`config.mk`:
```
export PLATFORM = sky130hd
export DESIGN_NAME = uart_rx
export DESIGN_NICKNAME = d
export VERILOG_FILES = /design/src/rtl/uart_rx.sv
export SDC_FILE = /design/constraint.sdc
export NUM_CORES = 1
export LEC_CHECK = 0
export CORE_MARGIN = 2
export CORE_UTILIZATION = 25
export DETAILED_ROUTE_END_ITERATION = 10
export PLACE_DENSITY = 0.53
export SYNTH_ARGS = -nofsm -noshare
export SYNTH_HDL_FRONTEND = slang
export SYNTH_SLANG_ARGS = --single-unit
```
`constraint.sdc`:
```
create_clock -name clk -period 1.7 [get_ports clk]
set_input_delay 0.255 -clock clk [delete_from_list [all_inputs] [get_ports clk]]
set_output_delay 0.255 -clock clk [all_outputs]
set_load 0.1 [all_outputs]
```
`src/rtl/uart_rx.sv`:
```
// UART receiver: 16x oversampled start/data/stop recovery, LSB-first, with a
// one-deep holding register, read handshake, framing-error and overrun flags.
module uart_rx #(
   parameter int unsigned DATA_WIDTH = 8,
   parameter int unsigned SB_TICK    = 16
) (
   input  logic                  clk,
   input  logic                  reset,
   input  logic                  i_ticks,
   input  logic                  i_rx,
   input  logic                  i_rd,
   output logic [DATA_WIDTH-1:0] o_data,
   output logic                  o_valid,
   output logic                  o_rx_done,
   output logic                  o_frame_err,
   output logic                  o_overrun
);

   localparam int unsigned SW = (SB_TICK > 16) ? $clog2(SB_TICK) : 4;
   localparam int unsigned NW = (DATA_WIDTH > 1) ? $clog2(DATA_WIDTH) : 1;

   localparam logic [SW-1:0] SMid  = SW'(7);
   localparam logic [SW-1:0] SBit  = SW'(15);
   localparam logic [SW-1:0] SStop = SW'(SB_TICK - 1);
   localparam logic [NW-1:0] NLast = NW'(DATA_WIDTH - 1);

   typedef enum logic [1:0] {StIdle, StStart, StData, StStop} state_e;

   state_e                state_q, state_d;
   logic [SW-1:0]         s_q, s_d;
   logic [NW-1:0]         n_q, n_d;
   logic [DATA_WIDTH-1:0] shift_q, shift_d;
   logic [DATA_WIDTH:0]   shift_ext;

   logic                  rx_meta_q, rx_s_q, rx_q;
   logic                  good, ferr;

   logic [DATA_WIDTH-1:0] data_q, data_d;
   logic                  valid_q, valid_d;
   logic                  ovr_q, ovr_d;
   logic                  done_q, ferr_q;

   // Synchroniser and edge-detect flops reset to the idle (high) line level.
   always_ff @(posedge clk or negedge reset) begin
      if (!reset) begin
         rx_meta_q <= 1'b1;
         rx_s_q    <= 1'b1;
         rx_q      <= 1'b1;
      end else begin
         rx_meta_q <= i_rx;
         rx_s_q    <= rx_meta_q;
         rx_q      <= rx_s_q;
      end
   end

   always_ff @(posedge clk or negedge reset) begin
      if (!reset) begin
         state_q <= StIdle;
         s_q     <= '0;
         n_q     <= '0;
         shift_q <= '0;
      end else begin
         state_q <= state_d;
         s_q     <= s_d;
         n_q     <= n_d;
         shift_q <= shift_d;
      end
   end

   assign shift_ext = {rx_s_q, shift_q};

   always_comb begin
      state_d = state_q;
      s_d     = s_q;
      n_d     = n_q;
      shift_d = shift_q;
      good    = 1'b0;
      ferr    = 1'b0;
      unique case (state_q)
         StIdle: begin
            // Only a high-to-low transition starts a frame, so a held-low line is ignored.
            if (rx_q && !rx_s_q) begin
               state_d = StStart;
               s_d     = '0;
            end
         end
         StStart: begin
            if (i_ticks) begin
               if (s_q == SMid) begin
                  s_d = '0;
                  if (!rx_s_q) begin
                     state_d = StData;
                     n_d     = '0;
                  end else begin
                     state_d = StIdle;
                  end
               end else begin
                  s_d = s_q + 1'b1;
               end
            end
         end
         StData: begin
            if (i_ticks) begin
               if (s_q == SBit) begin
                  s_d     = '0;
                  shift_d = shift_ext[DATA_WIDTH:1];
                  if (n_q == NLast) begin
                     state_d = StStop;
                  end else begin
                     n_d = n_q + 1'b1;
                  end
               end else begin
                  s_d = s_q + 1'b1;
               end
            end
         end
         StStop: begin
            if (i_ticks) begin
               if (s_q == SStop) begin
                  s_d     = '0;
                  state_d = StIdle;
                  good    = rx_s_q;
                  ferr    = !rx_s_q;
               end else begin
                  s_d = s_q + 1'b1;
               end
            end
         end
         default: state_d = StIdle;
      endcase
   end

   // A read coincident with a load still clears overrun; the new word wins.
   always_comb begin
      data_d  = data_q;
      valid_d = valid_q;
      ovr_d   = ovr_q;
      if (i_rd && valid_q) begin
         valid_d = 1'b0;
         ovr_d   = 1'b0;
      end
      if (good) begin
         data_d  = shift_q;
         valid_d = 1'b1;
         if (valid_q && !i_rd) begin
            ovr_d = 1'b1;
         end
      end
   end

   always_ff @(posedge clk or negedge reset) begin
      if (!reset) begin
         data_q  <= '0;
         valid_q <= 1'b0;
         ovr_q   <= 1'b0;
         done_q  <= 1'b0;
         ferr_q  <= 1'b0;
      end else begin
         data_q  <= data_d;
         valid_q <= valid_d;
         ovr_q   <= ovr_d;
         done_q  <= good;
         ferr_q  <= ferr;
      end
   end

   assign o_data      = data_q;
   assign o_valid     = valid_q;
   assign o_rx_done   = done_q;
   assign o_frame_err = ferr_q;
   assign o_overrun   = ovr_q;

endmodule

```
=== Word level (Yosys, flattened, before mapping) ===
Cells that the tools add are included.

* Add/subtract/negate cells: 2
* Equality and inequality tests: 17
* Multiplexer cells: 34
* Reductions and logical operators: 13

{| class="wikitable"
|+ Operators by type and width
! operator !! count
|-
| 4-bit 2-to-1 mux || 5
|-
| 2-bit != test (second input constant) || 10
|-
| 2-bit 2-to-1 mux || 9
|-
| 3-bit 2-to-1 mux || 6
|-
| 4-bit case mux with 3 select lines || 1
|-
| 1-bit 2-to-1 mux || 11
|-
| 2-bit case mux with 4 select lines || 1
|-
| 8-bit AND reduction || 1
|-
| 7-bit AND reduction || 1
|-
| 3-bit case mux with 2 select lines || 1
|-
| 3-bit AND reduction || 2
|-
| 4-bit by 1-bit adder with 4-bit output (second input constant) || 1
|-
| 2-bit equality test (second input constant) || 2
|-
| 4-bit by 3-bit equality test with 1-bit output (second input constant) || 1
|-
| 4-bit equality test (second input constant) || 1
|-
| 2-bit nonzero test || 2
|-
| 3-bit by 1-bit adder with 3-bit output (second input constant) || 1
|-
| 3-bit equality test (second input constant) || 1
|-
| 1-bit logical AND || 3
|-
| 2-bit by 1-bit equality test with 1-bit output (second input constant) || 1
|-
| 1-bit zero test || 2
|-
| 2-bit zero test || 1
|-
| 2-bit by 1-bit != test with 1-bit output (second input constant) || 1
|-
| 2-bit OR reduction || 1
|}

* Register bits: 32
* Input bits: 5
* Output and inout bits: 12
* Word-level logic and storage cells: 78

=== Longest topological paths before layout ===
Gate-level depths: netlist of run 1.

* Depth in word-level cells: 5
* Gate-level depth with buffers: 5
* Gate-level depth less buffers: 5

=== Worst setup path before layout of run 1 ===
OpenSTA, ideal clock, no wires.

* Path type: flip-flop to flip-flop
* Start: reg (tool-made name)
* End: reg state_q[0]
* Arrival: 1.577 ns
* Slack: -0.003 ns
* Stages on the path, launching flop included: 5
* Path buffers: 1
* Clock period less this slack: 1.703 ns
* Cell sequence: dfrtp_1 buf_6 or4b_4 a211o_1 a221o_1

{| class="wikitable"
|+ RTL lines
! element !! RTL line !! RTL
|-
| to (signal assigned) || 58 || <nowiki>state_q <= StIdle;</nowiki>
|-
| to (signal assigned) || 63 || <nowiki>state_q <= state_d;</nowiki>
|-
| to (decl) || 29 || <nowiki>state_e state_q, state_d;</nowiki>
|}

=== Worst setup path in the final report of run 1 ===
* Start: reg rx_s_q
* End: reg n_q[1]

* Longest elaborated chain between the ends: 2

{| class="wikitable"
|+ Ends and longest elaborated chain
! element !! RTL line !! RTL
|-
| from (decl) || 35 || <nowiki>logic rx_meta_q, rx_s_q, rx_q;</nowiki>
|-
| from (signal assigned) || 51 || <nowiki>rx_s_q <= rx_meta_q;</nowiki>
|-
| 2-bit != test (no source line) || n/a ||
|-
| 7-bit AND reduction (no source line) || n/a ||
|-
| to (signal assigned) || 65 || <nowiki>n_q <= n_d;</nowiki>
|-
| to (decl) || 31 || <nowiki>logic [NW-1:0] n_q, n_d;</nowiki>
|}

No other way between the ends.
A chain may end at the register's enable or synchronous reset.

==> results of run 1 <==
[per-layer routing]
layer  routed length, um  share of wire, %  GRT usage (%)
met5                   0                 0              0
met3                  97               3.6           2.61
met2                1380                51           16.5
met4                  63               2.3           6.21
met1                1180                43           11.1
[cell usage in the layout, fill, tap and decap left out, types with 2 or more instances in the layout]
cell	instances
o21ai_0	7
clkbuf_8	7
nand4b_1	2
buf_4	15
mux2i_1	3
inv_1	6
clkdlybuf4s50_1	4
buf_12	12
nand3_1	7
ha_1	2
nor2b_1	2
buf_6	2
dfstp_2	3
nand2_1	9
dfrtp_1	29
a21oi_1	3
mux2_2	16
[state kept, by name, summed over array words and instances (netlist names), named ones only]
register,count
o_valid,1
rx_q,1
o_frame_err,1
o_data,8
o_rx_done,1
rx_s_q,1
state_q,1
rx_meta_q,1
s_q,4
n_q,3
shift_q,8
[metrics by stage]
stage | worst slack, ns | instance area [um2] | instances
global placement | -0.00426 | 1870 | 213
global route | -0.0180 | 2010 | 221
CTS | 0.0196 | 2000 | 221
detailed placement | -0.0105 | 1870 | 213
finish | 0.0364 | 2010 | 221
floorplan | 0.0188 | 1410 | 113
[logic make-up (layout without fill, tap and decap cells)]
logic type | count (synthesis) | in the layout | share of synthesized area, %
flip-flops | 32 | 32 | 57.2
AO/OA/AOI/OAI | 15 | 15 | 6.67
buffers and inverters | 11 | 47 | 3.74
adder cells (fa/ha/maj) | 3 | 3 | 2.67
XOR/XNOR | 1 | 1 | 0.623
AND/OR/NAND/NOR | 32 | 32 | 14.1
multiplexers | 19 | 19 | 14.9
[power breakdown]
part	internal, mW	switching, mW
registers	0.832	0.0752
logic	0.212	0.208
clock network	0.517	0.266
total	1.56	0.548
[worst min path at each step]
stage                           end  startpoint  cells after the start  slack (ns)
after floorplan           async pin       reset                      0       -0.04
after global placement       rx_s_q   rx_meta_q                      0        0.35
after detailed placement     rx_s_q   rx_meta_q                      0        0.35
after CTS                    rx_s_q   rx_meta_q                      0        0.36
after global routing         rx_s_q   rx_meta_q                      0        0.37
final                        rx_s_q   rx_meta_q                      0        0.36
[final cells by class]
| cell class | instances | area [um2] |
|---|---|---|
| clock buffers | 7 | 96.3 |
| clock inverters | 1 | 30.0 |
| fillers | 540 | 3460 |
| inverters | 6 | 22.5 |
| multi-input cells | 70 | 553 |
| flip-flops and latches | 32 | 805 |
| well taps | 72 | 90.1 |
| repair buffers | 33 | 415 |
[what timing repair did]
item,in CTS,in global routing
pin swaps,1,1
resized for setup,0,4
endpoints found under the setup margin,1,12
hold buffers,0,0
==> metrics.txt, run 1 <==
critical path data arrival time 1.81 ns; Synth area leader dfrtp_1; final setup fails 0; top cells by count, synth dfrtp_1, mux2_2, nand2_1; CP required 1.85 ns; GRT Residual Overflow 0; status complete, no violations; crit share post-route 97.9%; Post-Synthesis Cell Area 0.00141 mm2; setup bufs post-CTS 0; Yosys reg bits 32; DIE HEIGHT 79 um; Unique masters post-synth 32; WP depth 4; CTS clock-pin slew for the worst setup and hold paths 0.06 ns; slew margin rel. 73.3%; proportion of layout cells with a drive suffix above 1 42.3%; PD cells 1050 mW/mm2; H-tree level count 2; DRC viols 0; initial antenna violation count 0; Cell Chain, Critical Path buf_4 > or4b_2 > o21ai_0 > mux2i_1; first-pass GRT wire length 4.67 mm; crit path to n_q[1]; WP buf/inv 1; R2R Path End n_q[1]; clock root buffer clkbuf_8; asr flop ratio synth 100%; routed via count 995; final setup TNS 0 ns; Worst Setup End Kind register; maximum vdd drop 0.000343 V; worst-case register-to-register setup slack 0.04 ns; Synth top area share 51.6%; clock sinks 32; TritonCTS clock tree yes; CP Launch Point rx_s_q; Max Slew Vio Count 0; Fin Hold WS 0.355 ns; clock latency on the worst-skew pair 0.27 ns; # Max-Cap Violations 0; Total Wirelength 2.71 mm; final hold violation count 0; Area contributors post-synth dfrtp_1, mux2_2, dfstp_2; drt wl/cell 12.3 um; Tmin final 1.66 ns; CP Class reg2reg; CTS Buf Count 5; FF-to-FF path depth 4; num rows 27; Die Area 0.00624 mm2; synthesis-to-finish area growth 43.1%; I/O pins 17; via count of the first global-routing pass 1046; EDFF count, synth 0; most common cell in the netlist dfrtp_1; Worst Path Max Fanout 7; DR vias/cell 4.50; Core ar. 0.00547 mm2; largest net degree at the start of global routing 33; final net count 156; upper clock frequency limit 0.601 GHz; clk_skew 0.00242 ns; Pwr Total 2.11 mW; Port Buffer Count 16; CP startpoint kind register; RSZ-0062 raised after global routing true; Synth Warn # 0; Largest stage delay, worst path 0.70 ns; drt pass-1 iters 4; Hold Crit Class reg2reg; Top delay family on crit path simple AND/OR/NAND/NOR gates; Detailed Place HPWL 2.02 mm; final core occ 36.8%; Critical-path top delay cell or4b_2; Mapped Nets 121; Mapped Cells 113; maximum root-to-sink buffer count 2; Starting Density 25.7%; Post-synth top flop dfrtp_1; Leak 0.936 nW; diode count 0; Worst-Margin Slew 0.401 ns; Iteration-0 DRC Markers 29; All-Layer GR Usage 9.85%; Critical R2R Launch rx_s_q; global placement routability congestion 0.795; Avg Cell Area, Syn 12.4 um2; die outline width 79 um; post-synthesis sequential area ratio 57.2%; ANT nets after route 0
Note: power is estimated with default switching activity, not from simulation.
==> inputs of run 2 (changes only) <==
Settings changed: SETUP_SLACK_MARGIN set to 0.1.
==> run 2 against run 1 <==
Sequential cell count stayed put. Clock-buffer cell count decreased by 1. Die area is the same. Cell count grew 0.90%.
==> metrics.txt, run 2 (synthesis results as in run 1) <==
largest net degree at the start of global routing 33 (unchanged); DIE HEIGHT 79 um (unchanged); drt pass-1 iters 4 (unchanged); CTS Buf Count 5 (unchanged); R2R Path End state_q[0]; clock root buffer clkbuf_8; CP Class reg2reg; Max Slew Vio Count 0 (unchanged); Tmin final 1.68 ns (+0.0130 ns); Hold Crit Depth 0 (unchanged); DR vias/cell 4.62 (+2.6%); met2 routed WL 1.43 mm (+3.8%); Critical-path top delay cell dfstp_2; final net count 158 (+1.3%); final setup fails 0 (unchanged); proportion of layout cells with a drive suffix above 1 43.0% (+0.76 points); status complete, no violations; CP startpoint kind register; via count of the first global-routing pass 1061 (+1.4%); final hold violation count 0 (unchanged); clock latency on the worst-skew pair 0.27 ns (about the same); clock sinks 32 (unchanged); Total Wirelength 2.79 mm (+2.8%); Fin Hold WS 0.357 ns (+0.00171 ns); Hold Startpoint rx_meta_q; initial antenna violation count 0 (unchanged); die outline width 79 um (unchanged); H-tree level count 2 (unchanged); Die Area 0.00624 mm2 (unchanged); drt wl/cell 12.5 um (+1.9%); DRC viols 0 (unchanged); clock share of power 30.1% (-7.0 points); Seq pwr share 46.2% (+3.2 points); worst-case register-to-register setup slack 0.02 ns (about the same); Starting Density 25.7% (unchanged); max layer used met4; Top delay family on crit path compound AO/OA/AOI/OAI gates; Worst Setup End Kind register; combinational share of power 23.7% (+3.8 points); WP buf/inv 0 (-1); TritonCTS clock tree yes; Critical R2R Launch rx_q; Hold Crit Class reg2reg; maximum root-to-sink buffer count 2 (unchanged); CTS clock-pin slew for the worst setup and hold paths 0.07 ns (about the same); maximum vdd drop 0.000313 V (-8.8%); critical path data arrival time 1.84 ns (+0.03 ns); diode count 0 (unchanged); All-Layer GR Usage 9.97% (+0.12 points); Detailed Place HPWL 1.95 mm (-3.1%); routed via count 1030 (+3.5%); upper clock frequency limit 0.596 GHz (-0.78%); wl on met1 1.16 mm (-1.7%); crit share post-route 98.6% (+0.76 points); global placement routability congestion 0.788 (-0.88%); Worst-Margin Slew 0.406 ns (+0.00563 ns); first-pass GRT wire length 4.85 mm (+3.8%); slew margin rel. 72.9% (-0.38 points); CP required 1.86 ns (about the same); Iteration-0 DRC Markers 98 (+240%); most frequent cells in the layout dfrtp_1, mux2_2, buf_4, buf_12, nand2_1; switching share of power 29.2% (+3.2 points); P_int 1.40 mW (-10%); Cell Chain, Critical Path or4b_4 > a211o_1 > a221o_1; Largest stage delay, worst path 0.54 ns (-0.16 ns); Worst Path Max Fanout 2 (-5); num rows 27 (unchanged); clk_skew 0.00627 ns (+0.00384 ns); RSZ-0062 raised after global routing true; GRT Residual Overflow 0 (unchanged); Core ar. 0.00547 mm2 (unchanged); Leak 0.952 nW (+1.7%); Port Buffer Count 16 (unchanged); ANT nets after route 0 (unchanged); Post-CTS Hold Fix Bufs 0 (unchanged); synthesis-to-finish area growth 43.9%; commonest non-fill, non-tap cell in the layout dfrtp_1; WHS Endpoint rx_s_q; final core occ 37.0% (+0.21 points); Psw 0.579 mW (+5.6%); PD cells 981 mW/mm2 (-6.5%); # Max-Cap Violations 0 (unchanged); met3 WL 127 um (+31%); FF-to-FF path depth 3 (-1); I/O pins 17 (unchanged)
[run 2: changes by cell type in the layout (fill, tap and decap cells not counted)]
cell,change
clkinv_2,+2
and4_2,-1
and4_4,+1
buf_12,+1
buf_4,+1
bufinv_16,-1
clkbuf_8,-1
ha_2,-1
ha_4,+1
nor3_2,-1
nor3_4,+1
o21ai_0,-1
o21ai_1,+1
[run 2: worst max path at each step]
stage                             to  depth (start not counted)     from  slack [ns]
after global routing      state_q[0]                          3     rx_q     -0.0006
after detailed placement  shift_q[5]                          5  i_ticks       -0.05
final                     state_q[0]                          3     rx_q        0.02
after floorplan           state_q[0]                          3     rx_q        0.05
after global placement    shift_q[3]                          5  i_ticks       -0.03
after CTS                 state_q[0]                          3     rx_q        0.03
[run 2: timing repair]
item                                    4_1_cts  5_1_grt
buffers inserted                              1        7
endpoints found under the setup margin       10       20
resized for setup                             3        3
pin swaps                                     0        3
[run 2: power groups by stage]
stage,clock [mW],sequential (mW),combinational [mW]
floorplan,0,0.894,0.285
global placement,0,0.916,0.366
detailed placement,0,0.919,0.386
CTS,0.616,0.908,0.393
global route,0.656,0.931,0.514
finish,0.597,0.917,0.470
[run 2: metal layers]
metal	vias to the layer above	track usage [%]
met1	513	11.6
met4	0	5.69
li1	476	-
met3	8	2.61
met5	-	0
met2	33	16.6
[run 2: layout make-up]
class	count	area (um2)
Sequential cell	32	805
Tap cell	72	90.1
Fill cell	540	3450
Multi-Input combinational cell	70	571
Clock buffer	6	82.6
Inverter	6	22.5
Timing Repair Buffer	35	443
Clock inverter	2	10.0
[run 2: metrics by stage]
stage / total power, mW / setup WS, ns / area, um2 / setup TNS [ns] / cells
after floorplan: 1.18 / 0.0525 / 1410 / 0 / 113
after global placement: 1.28 / -0.0267 / 1850 / -0.207 / 207
after detailed placement: 1.30 / -0.0464 / 1850 / -0.342 / 207
after CTS: 1.92 / 0.0310 / 1950 / 0 / 216
after global routing: 2.10 / -0.000574 / 2020 / -0.000574 / 223
final: 1.98 / 0.0234 / 2020 / 0 / 223
